[src/rtl/keypad_scanner.sv]
// keypad_scanner: scans a 4x4 active-low hex keypad one column at a time,
// debounces whole-keypad snapshots across several scan frames and collects
// single-key presses into a four-digit entry word with a valid/ack handoff.
module keypad_scanner #(
  parameter int SCAN_DIV = 1000,
  parameter int DEBOUNCE = 4
) (
  input  logic        clk,
  input  logic        rst_n,
  input  logic [3:0]  row_in,
  output logic [3:0]  col_out,
  input  logic        clr,
  input  logic        value_ack,
  output logic        key_valid,
  output logic [3:0]  key_code,
  output logic [15:0] entry,
  output logic [2:0]  digit_cnt,
  output logic        value_valid
);

  localparam int PW = (SCAN_DIV > 1) ? $clog2(SCAN_DIV) : 1;
  localparam int SW = $clog2(DEBOUNCE + 1);
  localparam logic [PW-1:0] PRESC_MAX  = PW'(SCAN_DIV - 1);
  localparam logic [SW-1:0] STABLE_MAX = SW'(DEBOUNCE);

  // True when exactly one key is down in the map.
  function automatic logic is_onehot(input logic [15:0] m);
    return (m != 16'h0000) && ((m & (m - 16'h0001)) == 16'h0000);
  endfunction

  // Index of the lowest set bit; only used on one-hot maps.
  function automatic logic [3:0] encode(input logic [15:0] m);
    logic [3:0] idx;
    idx = 4'h0;
    for (int i = 15; i >= 0; i--) begin
      if (m[i]) idx = 4'(i);
    end
    return idx;
  endfunction

  logic [3:0]    row_meta_q, row_sync_q;
  logic [PW-1:0] presc_q, presc_d;
  logic [1:0]    col_idx_q, col_idx_d;
  logic [3:0]    col_out_q, col_out_d;
  logic [15:0]   frame_q, frame_d, frame_full_s;
  logic [15:0]   prev_q, prev_d;
  logic [SW-1:0] stable_q, stable_d;
  logic [15:0]   deb_q, deb_d;
  logic          tick_s, frame_end_s, load_s, event_s;
  logic [3:0]    code_s;

  logic          key_valid_q, key_valid_d;
  logic [3:0]    key_code_q, key_code_d;
  logic [15:0]   entry_q, entry_d;
  logic [2:0]    digit_cnt_q, digit_cnt_d;
  logic          value_valid_q, value_valid_d;

  // Prescaler, column rotation, frame assembly and frame-level debounce.
  always_comb begin
    tick_s       = (presc_q == PRESC_MAX);
    presc_d      = tick_s ? '0 : presc_q + PW'(1);
    col_idx_d    = tick_s ? col_idx_q + 2'd1 : col_idx_q;
    case (col_idx_d)
      2'd0:    col_out_d = 4'b1110;
      2'd1:    col_out_d = 4'b1101;
      2'd2:    col_out_d = 4'b1011;
      2'd3:    col_out_d = 4'b0111;
      default: col_out_d = 4'b1110;
    endcase
    frame_full_s = frame_q;
    frame_full_s[{col_idx_q, 2'b00} +: 4] = ~row_sync_q;
    frame_d      = tick_s ? frame_full_s : frame_q;
    frame_end_s  = tick_s && (col_idx_q == 2'd3);
    stable_d     = stable_q;
    prev_d       = prev_q;
    if (frame_end_s) begin
      if (frame_full_s == prev_q) begin
        stable_d = (stable_q == STABLE_MAX) ? STABLE_MAX : stable_q + SW'(1);
      end else begin
        stable_d = SW'(1);
      end
      prev_d = frame_full_s;
    end else begin
      stable_d = stable_q;
    end
    load_s  = frame_end_s && (stable_d == STABLE_MAX);
    deb_d   = load_s ? frame_full_s : deb_q;
    event_s = load_s && (deb_q == 16'h0000) && is_onehot(frame_full_s);
    code_s  = encode(frame_full_s);
  end

  // Entry word, digit count and value handshake; clr has top priority.
  always_comb begin
    key_valid_d   = event_s;
    key_code_d    = event_s ? code_s : key_code_q;
    entry_d       = entry_q;
    digit_cnt_d   = digit_cnt_q;
    value_valid_d = value_valid_q;
    if (clr) begin
      entry_d       = 16'h0000;
      digit_cnt_d   = 3'd0;
      value_valid_d = 1'b0;
    end else if (value_valid_q && value_ack) begin
      value_valid_d = 1'b0;
      if (event_s) begin
        entry_d     = {12'h000, code_s};
        digit_cnt_d = 3'd1;
      end else begin
        entry_d     = 16'h0000;
        digit_cnt_d = 3'd0;
      end
    end else if (event_s && !value_valid_q) begin
      entry_d       = {entry_q[11:0], code_s};
      digit_cnt_d   = digit_cnt_q + 3'd1;
      value_valid_d = (digit_cnt_q == 3'd3);
    end else begin
      entry_d = entry_q;
    end
  end

  // Row synchronizer and scan/debounce state.
  always_ff @(posedge clk or negedge rst_n) begin
    if (!rst_n) begin
      row_meta_q <= 4'hF;
      row_sync_q <= 4'hF;
      presc_q    <= '0;
      col_idx_q  <= 2'd0;
      col_out_q  <= 4'b1110;
      frame_q    <= 16'h0000;
      prev_q     <= 16'h0000;
      stable_q   <= '0;
      deb_q      <= 16'h0000;
    end else begin
      row_meta_q <= row_in;
      row_sync_q <= row_meta_q;
      presc_q    <= presc_d;
      col_idx_q  <= col_idx_d;
      col_out_q  <= col_out_d;
      frame_q    <= frame_d;
      prev_q     <= prev_d;
      stable_q   <= stable_d;
      deb_q      <= deb_d;
    end
  end

  // Registered key and entry outputs.
  always_ff @(posedge clk or negedge rst_n) begin
    if (!rst_n) begin
      key_valid_q   <= 1'b0;
      key_code_q    <= 4'h0;
      entry_q       <= 16'h0000;
      digit_cnt_q   <= 3'd0;
      value_valid_q <= 1'b0;
    end else begin
      key_valid_q   <= key_valid_d;
      key_code_q    <= key_code_d;
      entry_q       <= entry_d;
      digit_cnt_q   <= digit_cnt_d;
      value_valid_q <= value_valid_d;
    end
  end

  assign col_out     = col_out_q;
  assign key_valid   = key_valid_q;
  assign key_code    = key_code_q;
  assign entry       = entry_q;
  assign digit_cnt   = digit_cnt_q;
  assign value_valid = value_valid_q;

endmodule

[config.mk]
export PLATFORM = sky130hd
export DESIGN_NAME = keypad_scanner
export DESIGN_NICKNAME = d
export VERILOG_FILES = /design/src/rtl/keypad_scanner.sv
export SDC_FILE = /design/constraint.sdc
export NUM_CORES = 1
export LEC_CHECK = 0
export BUFFER_PORTS_ARGS = -buffer_cell sky130_fd_sc_hd__clkbuf_2
export CAP_MARGIN = 30
export CORE_MARGIN = 2
export CORE_UTILIZATION = 55
export DETAILED_ROUTE_END_ITERATION = 12
export HOLD_SLACK_MARGIN = 0.05
export PLACE_DENSITY = 0.87
export SLEW_MARGIN = 25
export SYNTH_ARGS = -nofsm -noshare
export SYNTH_HDL_FRONTEND = slang
export SYNTH_SLANG_ARGS = --single-unit
[constraint.sdc]
create_clock -name clk -period 3.7 [get_ports clk]
set_clock_uncertainty 0.05 [all_clocks]
set_input_delay 0.185 -clock clk [delete_from_list [all_inputs] [get_ports clk]]
set_output_delay 0.185 -clock clk [all_outputs]
set_load 0.05 [all_outputs]
==> results of run 1 <==
timing repair:
item | 4_1_cts | 5_1_grt
gates cloned | 0 | 0
endpoints found under the setup margin | 8 | 15
gates resized for setup | 2 | 9
hold buffers | 5 | 0
endpoints found under the hold margin | 50 | 0
buffers inserted | 1 | 1
per-layer routing:
layer  GRT usage (%)  part of all wire, %
met5               0                    0
met4           11.68                  3.2
met3           4.342                  5.5
met2           42.67                   49
met1           34.13                   43
registers in the layout, indices dropped and copies added, names as in the netlist:
register / flops
deb_q: 16
entry: 16
frame_q: 16
prev_q: 16
presc_q: 10
col_out: 4
key_code: 4
row_meta_q: 4
row_sync_q: 4
digit_cnt: 3
stable_q: 3
col_idx_q: 2
key_valid: 1
value_valid: 1
cell type report:
type / instances / area, um2
clock buffer: 9 / 123.9
clock inverter: 7 / 73.82
fill: 772 / 3386
inverter: 20 / 77.57
multi-input combinational: 421 / 2831
sequential: 100 / 2517
tap: 133 / 166.4
timing repair buffer: 76 / 508.0
path summary, 6_finish.rpt:
path                          startpoint            end  slack, ns  depth (start not counted)
setup / recovery            col_idx_q[1]      entry[13]       0.05                         11
hold / removal                 value_ack    value_valid       0.17                          3
setup reg to reg            col_idx_q[1]      entry[13]       0.05                         11
hold reg to reg            row_meta_q[1]  row_sync_q[1]       0.31                          0
max in group asynchronous          rst_n  row_sync_q[0]       2.46                          3
min in group asynchronous          rst_n     presc_q[9]       0.30                          2
synth_stat cells, types with 7 or more instances:
master	n	share of area (%)
a211oi_1	13	1.8
a21oi_1	27	2.5
clkbuf_1	21	1.4
dfrtp_1	89	41
dfstp_2	11	5.3
ha_1	10	2.3
inv_1	20	1.4
mux2_2	10	2.1
mux2i_1	10	1.8
nand2_1	68	4.7
nand2b_1	27	3.1
nand3_1	9	0.82
nand3b_1	7	0.96
nor2_1	25	1.7
nor2b_1	16	1.8
nor3_1	7	0.64
nor3b_1	10	1.4
nor4_1	12	1.4
o21ai_0	45	4.1
o22ai_1	11	1.3
o2bb2ai_1	7	1.1
o32ai_1	7	1.1
xor2_1	7	1.1
cell families after synthesis:
| group | synth area share, % |
|---|---|
| buf+inv | 3.804 |
| simple gates | 23.21 |
| fa+ha+maj | 2.291 |
| xor+xnor | 2.085 |
| compound gates | 18.63 |
| flops | 46.08 |
| mux | 3.896 |
power by group:
part | internal [mW] | total (mW) | switching, mW | leakage, nW
combinational | 0.0243 | 0.0712 | 0.0469 | 1.27
sequential | 1.10 | 1.11 | 0.00690 | 1.34
clock | 0.267 | 0.704 | 0.437 | 0.101
worst max-delay path, stage by stage, from the launching register on:
cell	delay, ns
dfrtp_1	0.44
inv_2	0.14
ha_4	0.25
buf_4	0.16
and4bb_2	0.26
a211oi_2	0.25
o22ai_1	0.13
or4_1	0.61
or4_4	0.57
nor3_4	0.16
buf_12	0.20
mux2_4	0.31
through the flow:
step	TNS, ns	hold slack, ns
after floorplan	0	-0.1606
after global placement	0	0.1705
after detailed placement	0	0.1832
after CTS	0	0.1564
after global routing	-0.2828	0.2003
final	0	0.1718
==> flow_metrics.py, run 1 <==
metrics = {
    "status": {
        "status": "completed",
    },
    "setup_path": {
        "arrival_ns": 3.87,
        "critPathKind": "reg -> reg",
        "cp-end-kind": "flop",
        "cp-start-kind": "flop",
        "critPathMaxFanout": 19,
        "critPathRequiredTime_ns": 3.92,
    },
    "route": {
        "drt_wl_total_mm": 13.35,
        "drc": 0,
        "ant_nets": 0,
        "routed_via_density": 6.087,
        "drt_iter0_markers": 284,
        "post_drt_wl_per_cell_um": 17.43,
        "vias": 4663,
        "dr.pass1.iters": 6,
    },
    "global_routing": {
        "antenna_found_initial": 0,
        "grt_pass1_vias": 4650,
        "grt_max_degree": 49,
        "grt_pass1_wl_mm": 22.69,
        "grt_usage_pct": 26.02,
        "grt_overflow": 0,
    },
    "placement": {
        "place_congestion": 0.9493,
        "hpwl_mm": 9.804,
        "place_inst": 743,
        "pre_cts_ws_ns": 0.005325,
        "place_area_mm2": 0.005983,
        "port_buffers": 36,
    },
    "floorplanning": {
        "die_w_um": 103.6,
        "io_pins": 37,
        "die_h_um": 103.6,
        "start_util_pct": 56.38,
        "die_area_mm2": 0.01074,
        "core_area_mm2": 0.009684,
        "fp-row-count": 36,
    },
    "clock_tree": {
        "clkSinkCount": 100,
        "insertion_delay_ns": 0.38,
        "path_clk_slew_ns": 0.11,
        "htreeDepth": 3,
        "cts_inserted_buffers": 9,
        "clockBufferDepth": 2,
        "root_buffer": "clkbuf_8",
        "cts_tree": "yes",
    },
    "synthesis": {
        "synth_ff_type": "dfrtp_1",
        "async_flop_share_pct": 100.0,
        "ys_types": 63,
        "synth-seq-cells": 100,
        "syn_nets": 590,
        "yosysSeqAreaShare_pct": 46.08,
        "synth_edf_count": 0,
        "yosys_warnings": 0,
        "synth_area_mm2": 0.005460,
        "synth_area_per_cell_um2": 9.546,
        "syn_inst": 572,
    },
    "power_and_ir_drop": {
        "power_density_mw_per_mm2": 298.9,
        "p_leak_nw": 2.718,
        "ir_worst_vdd_mv": 0.1853,
        "power_mw": 1.883,
    },
    "final_layout": {
        "drive_above_1_share_pct": 21.48,
        "postLayoutCoreUtil_pct": 65.04,
        "final_cells": 766,
        "final_common_cell": "dfrtp_1",
        "fin_area_mm2": 0.006299,
        "final_cell_mix": "dfrtp_1, nand2_1, o21ai_0",
        "diodes": 0,
        "area_growth_syn_to_layout_pct": 15.35,
        "nNetsFinal": 646,
    },
    "min_path": {
        "min_path_type": "in -> reg",
    },
    "timing": {
        "finalHoldViolCount": 0,
        "timing.fmax_mhz": 274.2,
        "period_needed_ns": 3.647,
        "max-slew-margin-rel_pct": 59.56,
        "fin_ws_ns": 0.05255,
        "worst_pin_slew_ns": 0.5980,
        "fin_crit_sh_pct": 98.58,
        "setup_violations": 0,
        "drv_slew": 0,
    },
    "flow_run": {
        "drv_cap": 0,
    },
}
Power figures use the tool's default switching activity.
==> run 2, diff against run 1 <==
--- a/config.mk
+++ b/config.mk
@@ -5,13 +5,14 @@
 export SDC_FILE = /design/constraint.sdc
 export NUM_CORES = 1
 export LEC_CHECK = 0
+export ABC_AREA = 1
 export BUFFER_PORTS_ARGS = -buffer_cell sky130_fd_sc_hd__clkbuf_2
 export CAP_MARGIN = 30
 export CORE_MARGIN = 2
 export CORE_UTILIZATION = 55
 export DETAILED_ROUTE_END_ITERATION = 12
 export HOLD_SLACK_MARGIN = 0.05
-export PLACE_DENSITY = 0.87
+export PLACE_DENSITY = 0.88
 export SLEW_MARGIN = 25
 export SYNTH_ARGS = -nofsm -noshare
 export SYNTH_HDL_FRONTEND = slang
==> run 2 against run 1 <==
Maximum frequency rose by 8.9%. Cell count is 6.9% higher. Cell area is 9.6% lower. Clock-buffer cell count grew 1. Global-route usage fell by 0.58 points. Critical path depth grew 9. Core utilization shrank 3.1 points. Largest cell class is now flip-flops and latches. Power fell by 2.6%. Non-clock buffer count fell by 30. Sequential share of layout area rose by 4.2 points.
==> flow_metrics.py, run 2 <==
metrics = {
    "floorplanning": {
        "core_area_mm2": 0.009196,
        "fp-row-count": 35,
        "io_pins": 37,
        "start_util_pct": 56.16,
        "die_w_um": 100.9,
        "die_area_mm2": 0.01018,
        "die_h_um": 100.9,
    },
    "global_routing": {
        "grt_usage_pct": 25.45,
        "grt.met2_usage_pct": 40.00,
        "grt_max_degree": 44,
        "use_met1_pct": 34.80,
        "busiest_layer": "met2",
        "grt_pass1_wl_mm": 20.49,
        "antenna_found_initial": 0,
        "grt_pass1_vias": 4336,
        "grt_overflow": 0,
        "grt_use_met3_pct": 4.854,
    },
    "timing": {
        "setup-tns-final_ns": 0,
        "timing.fmax_mhz": 298.6,
        "fin_crit_sh_pct": 90.50,
        "period_needed_ns": 3.348,
        "setup_violations": 0,
        "drv_slew": 0,
        "rsz0062_at_grt": "false",
        "max-slew-margin-rel_pct": 63.74,
        "fin_ws_ns": 0.3516,
        "finalHoldViolCount": 0,
        "worst_pin_slew_ns": 0.5427,
    },
    "status": {
        "status": "completed",
    },
    "setup_path": {
        "r2r-end": "entry[4]",
        "critPathKind": "reg -> reg",
        "endpoint": "entry[4]",
        "startpoint": "col_idx_q[0]",
        "critPathMaxFanout": 14,
        "critPathRequiredTime_ns": 3.98,
        "cp-end-kind": "flop",
        "rrSetupSlack_ns": 0.35,
        "rr_worst_depth": 20,
        "rr_startpoint": "col_idx_q[0]",
        "cp-start-kind": "flop",
        "arrival_ns": 3.62,
    },
    "placement": {
        "hpwl_mm": 8.719,
        "pre_cts_ws_ns": 0.2379,
        "place_congestion": 0.9460,
        "place_inst": 797,
        "place_area_mm2": 0.005440,
        "port_buffers": 36,
    },
    "final_layout": {
        "final_cells": 819,
        "final_common_cell": "nand2_1",
        "area_growth_syn_to_layout_pct": 10.27,
        "nFillCells": 770,
        "final_cell_mix": "nand2_1, dfrtp_1, inv_1",
        "nNetsFinal": 721,
        "diodes": 0,
        "fin_area_mm2": 0.005695,
        "drive_above_1_share_pct": 15.11,
    },
    "clock_tree": {
        "cts_tree": "yes",
        "clockBufferDepth": 2,
        "cts_inserted_buffers": 9,
        "htreeDepth": 3,
        "clkSinkCount": 100,
        "path_clk_slew_ns": 0.11,
        "insertion_delay_ns": 0.38,
        "root_buffer": "clkbuf_8",
    },
    "synthesis": {
        "synth_ff_type": "dfrtp_1",
        "yosys_warnings": 0,
        "synth_area_mm2": 0.005165,
        "syn_inst": 662,
        "synthMostInstantiatedCell": "nand2_1",
        "async_flop_share_pct": 100.0,
        "yosysSeqAreaShare_pct": 48.72,
        "yosys.area.top_type": "dfrtp_1",
        "synth-seq-cells": 100,
        "netlist.area_leader.share_pct": 43.12,
        "synth_area_per_cell_um2": 7.802,
        "synth_edf_count": 0,
        "synth_area_leaders": "dfrtp_1, nand2_1, dfstp_2",
        "ys_top_cells_by_count": "nand2_1, dfrtp_1, inv_1",
        "syn_nets": 680,
        "ys_types": 39,
    },
    "route": {
        "drt_wl_total_mm": 11.92,
        "drc": 0,
        "post_drt_wl_per_cell_um": 14.56,
        "ant_nets": 0,
        "drt_iter0_markers": 450,
        "dr.pass1.iters": 5,
        "routed_via_density": 5.484,
        "vias": 4491,
    },
    "power_and_ir_drop": {
        "power_density_mw_per_mm2": 321.8,
        "power_mw": 1.833,
        "ir_worst_vdd_mv": 0.2383,
        "p_leak_nw": 2.926,
    },
    "flow_run": {
        "drv_cap": 0,
    },
    "min_path": {
        "min_path_type": "in -> reg",
    },
}
## run 2: cell count changes after synthesis, sizes merged, moves of 11 or more
cell,before,now
nand2,68,220
nor2,25,77
o21ai,45,59
a211oi,13,0
nor4,12,0
nand3,9,58
clkbuf,22,9
nand2b,27,0
nor2b,16,0
nand4,2,13
a21oi,27,10
inv,20,75
## run 2: logic make-up after synthesis
kind of cell    synth area share (%)
compound gates                 8.236
xor+xnor                      0.5088
fa+ha+maj                      2.422
buf+inv                        7.388
flops                          48.72
simple gates                   32.73
## run 2: worst min path at each step
stage	start	endpoint	depth (start not counted)
2_1_floorplan	rst_n	col_idx_q[0]	0
3_3_place_gp	row_in[1]	row_meta_q[1]	1
3_5_place_dp	rst_n	digit_cnt[0]	1
4_1_cts	value_ack	value_valid	4
5_1_grt	value_ack	value_valid	4
6_report	value_ack	value_valid	4
## run 2: worst max-delay path: stages, from the launching register on
cell,delay (ns)
dfrtp_2,0.48
inv_1,0.15
ha_1,0.42
nor2_2,0.22
nand4_1,0.12
nand2_1,0.19
inv_1,0.17
nand2_1,0.09
nand2_1,0.09
nor2_1,0.10
nand2_1,0.06
nor2_1,0.13
nand3_2,0.14
nor2_4,0.14
nand2_1,0.08
nor2_2,0.09
nand2_2,0.11
nor2_4,0.14
buf_12,0.14
nand3_1,0.08
nand2_1,0.09
## run 2: per-stage QoR
step / hold WS [ns] / util [%]
after floorplan: -0.1606 / -
after global placement: 0.2246 / 58.94
after detailed placement: 0.1478 / 59.16
after CTS: 0.06309 / 61.70
after global routing: 0.09128 / 61.93
final: 0.07252 / 61.93
## run 2: layout make-up
| type | instances | area, um2 | area share (%) |
|---|---|---|---|
| sequential | 100 | 2517 | 44.20 |
| multi-input combinational | 469 | 2267 | 39.81 |
| timing repair buffer | 46 | 295.3 | 5.185 |
| inverter | 77 | 292.8 | 5.141 |
| tap | 111 | 138.9 | 2.438 |
| clock buffer | 10 | 127.6 | 2.241 |
| clock inverter | 6 | 56.30 | 0.9886 |
## run 2: metal layers
metal	part of all wire [%]	wire length (um)
met4	2.8	332
met5	0	0
met1	43	5097
met2	48	5699
met3	6.7	795
## run 2: report_power, final
part	internal (mW)	switching, mW
clock network	0.259	0.403
registers	1.10	0.00206
logic	0.0184	0.0496
## run 2: timing repair
item | 4_1_cts | 5_1_grt
endpoints found under the hold margin | 44 | 0
hold buffers | 5 | 0
buffers inserted | 0 | 1
endpoints found under the setup margin | 0 | 14
resized for setup | 0 | 1
==> run 3, diff against run 2 <==
--- a/config.mk
+++ b/config.mk
@@ -5,14 +5,13 @@
 export SDC_FILE = /design/constraint.sdc
 export NUM_CORES = 1
 export LEC_CHECK = 0
-export ABC_AREA = 1
 export BUFFER_PORTS_ARGS = -buffer_cell sky130_fd_sc_hd__clkbuf_2
 export CAP_MARGIN = 30
 export CORE_MARGIN = 2
-export CORE_UTILIZATION = 55
+export CORE_UTILIZATION = 35
 export DETAILED_ROUTE_END_ITERATION = 12
 export HOLD_SLACK_MARGIN = 0.05
-export PLACE_DENSITY = 0.88
+export PLACE_DENSITY = 0.64
 export SLEW_MARGIN = 25
 export SYNTH_ARGS = -nofsm -noshare
 export SYNTH_HDL_FRONTEND = slang
==> run 3 against run 2 <==
Sequential share of layout area fell by 5.2 points. Core utilization is 19 points lower. Maximum frequency decreased by 6.1%. Highest routed layer unchanged. First-iteration DRC count fell by 23%. Hold slack better by 0.13 ns. Cell area rose by 13%. Flip-flop and latch count did not move. Via count up 1.7%. Critical path depth shrank 9. Global-route usage shrank 7.3 points. Wire length grew 18%. Die area increased by 63%.
==> flow_metrics.py, run 3 (synthesized netlist as in run 1, its figures left out) <==
metrics = {
    "status": {
        "status": "completed",
    },
    "power_and_ir_drop": {
        "sw_frac_of_total_pct": 22.49,
        "p_seq_share_pct": 53.0,
        "power_density_mw_per_mm2": 323.6,
        "power_mw": 2.091,
        "clockPowerShare_pct": 43.7,
        "p_leak_nw": 2.774,
        "p_int_mw": 1.621,
        "ir_worst_vdd_mv": 0.2975,
        "p_sw_mw": 0.4703,
        "p_comb_share_pct": 3.3,
    },
    "setup_path": {
        "critPathRequiredTime_ns": 3.88,
        "critPathMaxFanout": 12,
        "arrival_ns": 3.75,
        "cp-start-kind": "flop",
        "critPathKind": "reg -> reg",
        "cp-end-kind": "flop",
    },
    "route": {
        "vias": 4567,
        "routed_via_density": 5.549,
        "drc": 0,
        "drt_iter0_markers": 346,
        "dr.pass1.iters": 5,
        "ant_nets": 0,
        "post_drt_wl_per_cell_um": 17.10,
        "drt_wl_total_mm": 14.08,
    },
    "clock_tree": {
        "insertion_delay_ns": 0.35,
        "htreeDepth": 3,
        "path_clk_slew_ns": 0.07,
        "clkSinkCount": 100,
        "cts_tree": "yes",
        "root_buffer": "clkbuf_16",
        "cts_inserted_buffers": 9,
        "clockBufferDepth": 2,
    },
    "final_layout": {
        "final_common_cell": "dfrtp_1",
        "area_growth_syn_to_layout_pct": 18.33,
        "nNetsFinal": 648,
        "final_cell_mix": "dfrtp_1, nand2_1, o21ai_0",
        "diodes": 0,
        "fin_area_mm2": 0.006461,
        "final_cells": 823,
        "nFillCells": 1487,
        "drive_above_1_share_pct": 21.26,
    },
    "placement": {
        "hpwl_mm": 10.35,
        "place_inst": 800,
        "port_buffers": 36,
        "place_area_mm2": 0.006080,
        "place_congestion": 0.9265,
    },
    "min_path": {
        "min_path_type": "in -> reg",
    },
    "global_routing": {
        "grt_usage_pct": 18.10,
        "busiest_layer": "met2",
        "grt_overflow": 0,
        "grt_max_degree": 74,
        "use_met1_pct": 24.14,
        "antenna_found_initial": 0,
        "grt.met2_usage_pct": 28.98,
        "grt_pass1_vias": 4632,
        "grt_pass1_wl_mm": 23.48,
        "grt_use_met3_pct": 4.407,
    },
    "floorplanning": {
        "fp-row-count": 45,
        "core_area_mm2": 0.01520,
        "die_h_um": 128.9,
        "start_util_pct": 35.92,
        "die_area_mm2": 0.01662,
        "die_w_um": 128.9,
        "io_pins": 37,
    },
    "timing": {
        "worst_pin_slew_ns": 0.6747,
        "rsz0062_at_grt": "false",
        "timing.fmax_mhz": 280.5,
        "max-slew-margin-rel_pct": 55.02,
        "fin_crit_sh_pct": 96.35,
        "period_needed_ns": 3.565,
        "finalHoldViolCount": 0,
        "setup_violations": 0,
        "hold_slack_ns": 0.1977,
        "drv_slew": 0,
        "setup-tns-final_ns": 0,
    },
    "flow_run": {
        "drv_cap": 0,
    },
}
## run 3: cell count changes in the layout (fill, tap and decap cells not counted), sizes merged, moves of 14 or more
cell    change
nand2     -152
inv        -56
nor2       -52
nand3      -49
buf        +31
nand2b     +27
a21oi      +17
nor2b      +16
o21ai      -14
## run 3: final timing paths
path	startpoint	end	slack [ns]	depth (start not counted)
max reg2reg	col_idx_q[1]	key_code[0]	0.14	11
min	value_ack	value_valid	0.20	3
min reg2reg	row_meta_q[0]	row_sync_q[0]	0.31	0
max in group asynchronous	rst_n	row_sync_q[0]	2.37	3
max	col_idx_q[1]	key_code[0]	0.14	11
min in group asynchronous	rst_n	col_idx_q[1]	0.37	2
## run 3: what timing repair did
item / 4_1_cts / 5_1_grt
endpoints found under the setup margin: 0 / 15
resized for setup: 0 / 8
setup buffers: 0 / 1
endpoints found under the hold margin: 68 / 0
hold buffers: 5 / 0
## run 3: layout make-up
class                   instances  area (um2)  share of cell area [%]
clock buffers                  12       256.5                   3.970
clock inverters                 4       30.03                  0.4648
inverters                      20       77.57                   1.201
multi-input cells             421        2808                   43.45
flip-flops and latches        100        2517                   38.96
well taps                     188       235.2                   3.641
repair buffers                 78       536.8                   8.308
## run 3: worst max-delay path, stage by stage (launching register included)
cell	delay, ns
dfrtp_1	0.41
inv_2	0.11
ha_4	0.21
buf_4	0.17
nor4bb_2	0.19
buf_4	0.15
a211oi_1	0.25
o22ai_1	0.13
or4_4	0.54
or4_1	0.56
nand4b_1	0.33
mux2_2	0.35
## run 3: power by group through the flow
stage               registers (mW)  logic, mW  clock network (mW)
floorplan                     1.12     0.0316                   0
global placement              1.13     0.0646                   0
detailed placement            1.13     0.0658                   0
CTS                           1.11     0.0703               0.943
global route                  1.11     0.0792               0.987
finish                        1.11     0.0695               0.913
## run 3: per-stage QoR
step	util (%)	worst slack, ns
2_1_floorplan	-	0.01212
3_5_place_dp	39.99	0.03899
6_report	42.50	0.1351
4_1_cts	42.21	0.01750
5_1_grt	42.50	0.001847
3_3_place_gp	39.99	0.1282
## run 3: routing by layer
layer	routed length, um	vias to the layer above
met5	0	-
met1	6449	2234
met2	6579	113
li1	-	2196
met3	745	24
met4	302	0
